===== src/rtl/fpu_pkg.sv =====
// Shared single-precision constants and field layout for the FPU blocks.
package fpu_pkg;

   localparam int WORD_W = 32;
   localparam int EXP_W  = 8;
   localparam int FRA_W  = 23;
   localparam int BIAS   = 127;
   localparam int LZC_W  = 5;

   localparam int SIGN_BIT = WORD_W - 1;
   localparam int EXP_HI   = WORD_W - 2;
   localparam int EXP_LO   = FRA_W;
   localparam int FRA_HI   = FRA_W - 1;
   localparam int FRA_LO   = 0;

   typedef struct packed {
      logic             sign;
      logic [EXP_W-1:0] exp;
      logic [FRA_W-1:0] fra;
   } sp_t;

endpackage


===== src/rtl/lzc32.sv =====
// Combinational leading-zero counter; an all-zero input yields 31 and callers must not rely on it.
module lzc32
   import fpu_pkg::*;
(
   input  logic [WORD_W-1:0] in_word,
   output logic [LZC_W-1:0]  count
);

   // NOTE: every always_comb output gets a default first, so no path can infer a latch.
   always_comb begin
      count = '1;
      // Scanning upward lets the highest set bit overwrite any lower one.
      for (int i = 0; i < WORD_W; i++) begin
         if (in_word[i]) count = LZC_W'(WORD_W - 1 - i);
      end
   end

endmodule


===== src/rtl/itof.sv =====
// Signed 32-bit integer to IEEE-754 single converter: 2-stage valid/ready pipeline, RNE rounding.
module itof
   import fpu_pkg::*;
(
   input  logic              clk,
   input  logic              reset,
   input  logic [WORD_W-1:0] op,
   input  logic              in_valid,
   output logic              in_ready,
   output logic [WORD_W-1:0] result,
   output logic              out_valid,
   input  logic              out_ready
);

   logic              s1_valid_q, s1_valid_d;
   logic              s1_sign_q,  s1_sign_d;
   logic [WORD_W-1:0] s1_mag_q,   s1_mag_d;
   logic [LZC_W-1:0]  s1_lzc_q,   s1_lzc_d;
   logic              out_valid_q, out_valid_d;
   logic [WORD_W-1:0] result_q,   result_d;

   logic              s1_load, s2_load;
   logic [WORD_W-1:0] op_mag;
   logic [LZC_W-1:0]  op_lzc;

   logic [WORD_W-1:0] shifted;
   logic [FRA_W-1:0]  mant;
   logic              guard, sticky, round_up;
   logic [FRA_W:0]    mant_rnd;
   logic [EXP_W-1:0]  exp_val;
   sp_t               conv;

   assign s2_load  = ~out_valid_q | out_ready;
   assign s1_load  = ~s1_valid_q | s2_load;
   assign in_ready = s1_load;

   // Two's-complement negate maps -2^31 onto itself, which is the correct unsigned magnitude.
   assign op_mag = op[SIGN_BIT] ? (~op + 32'd1) : op;

   lzc32 u_lzc (
      .in_word (op_mag),
      .count   (op_lzc)
   );

   always_comb begin
      s1_valid_d = s1_load ? in_valid : s1_valid_q;
      s1_sign_d  = s1_sign_q;
      s1_mag_d   = s1_mag_q;
      s1_lzc_d   = s1_lzc_q;
      if (s1_load & in_valid) begin
         s1_sign_d = op[SIGN_BIT];
         s1_mag_d  = op_mag;
         s1_lzc_d  = op_lzc;
      end
   end

   always_comb begin
      shifted  = s1_mag_q << s1_lzc_q;
      mant     = shifted[WORD_W-2:WORD_W-1-FRA_W];
      guard    = shifted[7];
      sticky   = |shifted[6:0];
      round_up = guard & (sticky | mant[0]);
      mant_rnd = {1'b0, mant} + {{FRA_W{1'b0}}, round_up};
      exp_val  = EXP_W'(BIAS + WORD_W - 1) - {{(EXP_W-LZC_W){1'b0}}, s1_lzc_q};
      // A carry out of the mantissa leaves its low bits all zero, so only the exponent moves.
      if (mant_rnd[FRA_W]) exp_val = exp_val + 8'd1;
      conv.sign = s1_sign_q;
      conv.exp  = exp_val;
      conv.fra  = mant_rnd[FRA_W-1:0];
      if (s1_mag_q == '0) conv = '0;
   end

   always_comb begin
      out_valid_d = s2_load ? s1_valid_q : out_valid_q;
      result_d    = (s2_load & s1_valid_q) ? conv : result_q;
   end

   // NOTE: sequential state uses non-blocking assignments so every flop samples pre-edge values.
   always_ff @(posedge clk or posedge reset) begin
      if (reset) begin
         s1_valid_q  <= 1'b0;
         out_valid_q <= 1'b0;
         result_q    <= '0;
      end else begin
         s1_valid_q  <= s1_valid_d;
         out_valid_q <= out_valid_d;
         result_q    <= result_d;
      end
   end

   // NOTE: stage-1 data is qualified by s1_valid_q, so it needs no reset.
   always_ff @(posedge clk) begin
      s1_sign_q <= s1_sign_d;
      s1_mag_q  <= s1_mag_d;
      s1_lzc_q  <= s1_lzc_d;
   end

   assign out_valid = out_valid_q;
   assign result    = result_q;

endmodule


===== config.mk =====
export PLATFORM = sky130hd
export DESIGN_NAME = itof
export DESIGN_NICKNAME = d
export VERILOG_FILES = /design/src/rtl/fpu_pkg.sv /design/src/rtl/lzc32.sv /design/src/rtl/itof.sv
export SDC_FILE = /design/constraint.sdc
export NUM_CORES = 1
export LEC_CHECK = 0
export CORE_MARGIN = 2
export CORE_UTILIZATION = 54
export CTS_BUF_LIST = sky130_fd_sc_hd__clkbuf_8
export DETAILED_ROUTE_END_ITERATION = 8
export PLACE_DENSITY_LB_ADDON = 0.05
export SLEW_MARGIN = 20
export SYNTH_ARGS = -nofsm -noshare
export SYNTH_HDL_FRONTEND = slang
export SYNTH_SLANG_ARGS = --single-unit

===== constraint.sdc =====
create_clock -name clk -period 3 [get_ports clk]
set_clock_uncertainty 0.15 [all_clocks]
set_input_delay 0.75 -clock clk [delete_from_list [all_inputs] [get_ports clk]]
set_output_delay 0.75 -clock clk [all_outputs]
set_load 0.02 [all_outputs]

==> impl_results.md, run 1 <==
- Mapped cell area: 0.00688 mm2
- Clk sinks: 72
- Setup WS post-layout: -282 ps
- Failing checks: setup timing
- Area leader, netlist: edfxtp_1
- Worst reg2reg path depth: 11
- 1st-iter DRT viols: 760
- Skew-Pair Late Insertion Delay: 370 ps
- Placed insts: 1118
- Worst VDD drop: 0.287 mV
- Register area share after synthesis: 29.0%
- Mapped Nets: 742
- Family with the most delay on the worst path: buffers and inverters
- Chip height: 117 um
- Startpoint types: input port
- Root Driver: clkbuf_8
- Htree depth: 3
- CTS buffer count: 9
- Synth cell types: 82
- Most used cell, CP: buf_4
- DRC violations left: 0
- Most used DFF post-synth: edfxtp_1
- IO Count: 70
- Clock Path Buffers: 2
- Slew HR: 38.9%
- Slew Limit Fails: 0
- Fraction of layout cells with a size suffix above 1: 49.1%
- Starting Density: 55.0%
- Seq. cell area: 0.00199 mm2
- CP Class: input port to register
- Routed Antenna Nets: 0
- # nets final: 1046
- Port buffer count: 69
- Hold Path Class: register to register
- # setup viols final: 30
- Finished Cell Area: 0.0108 mm2
- Initial antenna violation count: 0
- Setup_tns: -4110 ps
- #FFs+latches synth: 72
- Leak: 4.48 nW
- Final core utilization: 86.4%
- Slowest stage cell, crit path: xnor2_1
- Max incr delay on CP: 580 ps
- Mean area per synthesized cell: 9.79 um2
- WHS Path Cells: 2
- CP cell instances: clkdlybuf4s50_1 -> buf_4 -> buf_4 -> o21ai_0 -> xnor2_1 -> buf_4 -> nor2_1 -> nand2_1 -> o21ai_0 -> a31oi_1
- Non-filler cells, final: 1184
- Ys Warns: 0
- Dpl hpwl: 16800 um
- Vias per cell: 6.51
- Worst R2R Setup Slack: -240 ps
- First-pass GRT wire length: 35900 um
- Critical Path Sink Type: register
- Crit path buf inv count: 4
- Setup slack at placement: -1060 ps
- Final Hold Viols: 0
- Hold slack: 334 ps
- Die Footprint: 0.0137 mm2
- Worst endpoint required time: 3030 ps
- WL final: 27100 um
- Crit path time final: 3280 ps
- Async S/R FF share, synth: 47.2%
- Crit Path Max Fanout: 28
- Gr usage total: 33.7%
- Vias in the first global route: 7150
- Synth-to-Final Area Change: 57.1%
- Total power: 4.43 mW
- CTS tree: done
- # Max-Cap Violations: 0
- Via count: 7712
- Status: complete, but fails checks
- Gate Count Post-Synth: 703
- Largest net degree at the start of global routing: 39
- PwrDens: 410 mW/mm2
- Synth area leaders: edfxtp_1, dfrtp_1, mux4_1, mux4_2, xnor2_1
- CP arrival: 3310 ps
- Area post-placement: 0.00914 mm2
- Post-synth EDFFs: 38
- Final period util: 109%
- Worst Max-Slew Pin Slew: 913 ps
- Grt total ovfl: 0
- Placer Congestion: 0.997
- Reg clk slew, reported paths: 90 ps
- DR WL/cell: 22.9 um
- Fillers: 629
- Yosys top cell area share: 16.6%
- First-pass DRT Iterations: 6
- Site row count: 41
- WP depth: 10
- RSZ-0062 raised after global routing: yes
- FMAX: 305 MHz
- Ant. Diodes: 0
- DIE WIDTH: 117 um
- Core ar.: 0.0125 mm2
- Area of the multi-input gates: 0.00534 mm2
[state kept, by name, indices dropped and copies added, names as in the netlist]
signal	count
s1_mag_q	32
out_valid	1
s1_sign_q	1
result	32
s1_valid_q	1
s1_lzc_q	5
[layout by cell type, fill, tap and decap left out, types with 8 or more instances in the layout]
| cell | Yosys | final |
|---|---|---|
| a21oi_1 | 23 | 20 |
| a22o_1 | 8 | 8 |
| buf_4 | 0 | 225 |
| buf_6 | 5 | 35 |
| clkbuf_8 | 12 | 9 |
| clkdlybuf4s50_1 | 0 | 45 |
| dfrtp_1 | 34 | 34 |
| edfxtp_1 | 38 | 38 |
| inv_1 | 20 | 17 |
| mux2_2 | 23 | 14 |
| mux2_4 | 0 | 9 |
| mux2i_1 | 29 | 24 |
| mux4_2 | 16 | 28 |
| nand2_1 | 64 | 60 |
| nand2b_1 | 13 | 11 |
| nand3_1 | 17 | 10 |
| nand4_1 | 9 | 9 |
| nor2_1 | 50 | 40 |
| nor2_2 | 0 | 8 |
| nor3_1 | 20 | 10 |
| nor4_1 | 18 | 8 |
| o21ai_0 | 41 | 19 |
| o21ai_1 | 1 | 17 |
| o31ai_1 | 18 | 10 |
| xnor2_1 | 34 | 27 |
| xor2_1 | 16 | 14 |
[path summary, 6_finish.rpt]
| path | startpoint | endpoint |
|---|---|---|
| max in group asynchronous | reset | result[15] |
| worst max-delay path | op[31] | s1_lzc_q[1] |
| worst max register to register | s1_lzc_q[0] | result[21] |
| worst min-delay path | result[7] | result[7] |
| min in group asynchronous | reset | result[26] |
| worst min register to register | result[7] | result[7] |
[final cells by class]
class	instances	share of cell area (%)
multi-input cells	563	49.4
flip-flops and latches	72	18.4
repair buffers	339	27.3
clock buffers	9	1.15
well taps	172	1.99
inverters	22	0.764
clock inverters	7	0.937
[per-layer routing]
metal / GRT usage (%) / vias up / share of wire [%]
met5: 0 / - / 0
met4: 22.2 / 0 / 7.9
met1: 38.4 / 3709 / 36
li1: - / 3343 / -
met3: 3.35 / 163 / 5.7
met2: 60.0 / 497 / 51
[report_power, final]
group	internal, mW	switching, mW	leakage [nW]
sequential	1.19	0.113	0.790
combinational	1.11	1.11	3.57
clock	0.480	0.425	0.114
total	2.78	1.65	4.48
[cell families (layout without fill, tap and decap cells)]
group	Yosys count	count (layout)	share of synthesized area (%)
AND/OR/NAND/NOR	248	248	18.7
XOR/XNOR	50	50	6.36
AO/OA/AOI/OAI	177	177	18.5
flip-flops	72	72	29.0
buffers and inverters	68	377	7.20
multiplexers	85	85	19.7
adder cells (fa/ha/maj)	3	3	0.546
[tightest hold or removal path, cell delays in order (launching register included)]
cell and delay, ps:
dfrtp_1 350, nand2_1 50, o21ai_0 60
[cells in the mapped netlist, drive strengths merged (5+ instances only)]
cell type	count
a21oi	23
a22o	8
a22oi	8
a32o	6
and2	7
buf	15
clkbuf	30
dfrtp	34
edfxtp	38
inv	21
mux2	23
mux2i	29
mux4	33
nand2	64
nand2b	14
nand3	17
nand4	9
nor2	50
nor2b	5
nor3	22
nor3b	5
nor4	19
o21ai	42
o22ai	7
o31ai	18
o41ai	8
or2	8
or3	8
or4	8
xnor2	34
xor2	16
[timing repair]
action / 4_1_cts / 5_1_grt
hold endpoints to repair: 0 / 0
endpoints found under the setup margin: 30 / 27
gates cloned: 1 / 3
setup buffers: 25 / 24
gates resized for setup: 134 / 174
hold buffers: 0 / 0
pin swaps: 27 / 61
Power figures use the tool's default switching activity.
==> run 2: changes to the inputs <==
- CAP_MARGIN: not set -> 5
==> results of run 2 <==
Final layout, timing and power as in run 1 (identical DEF).
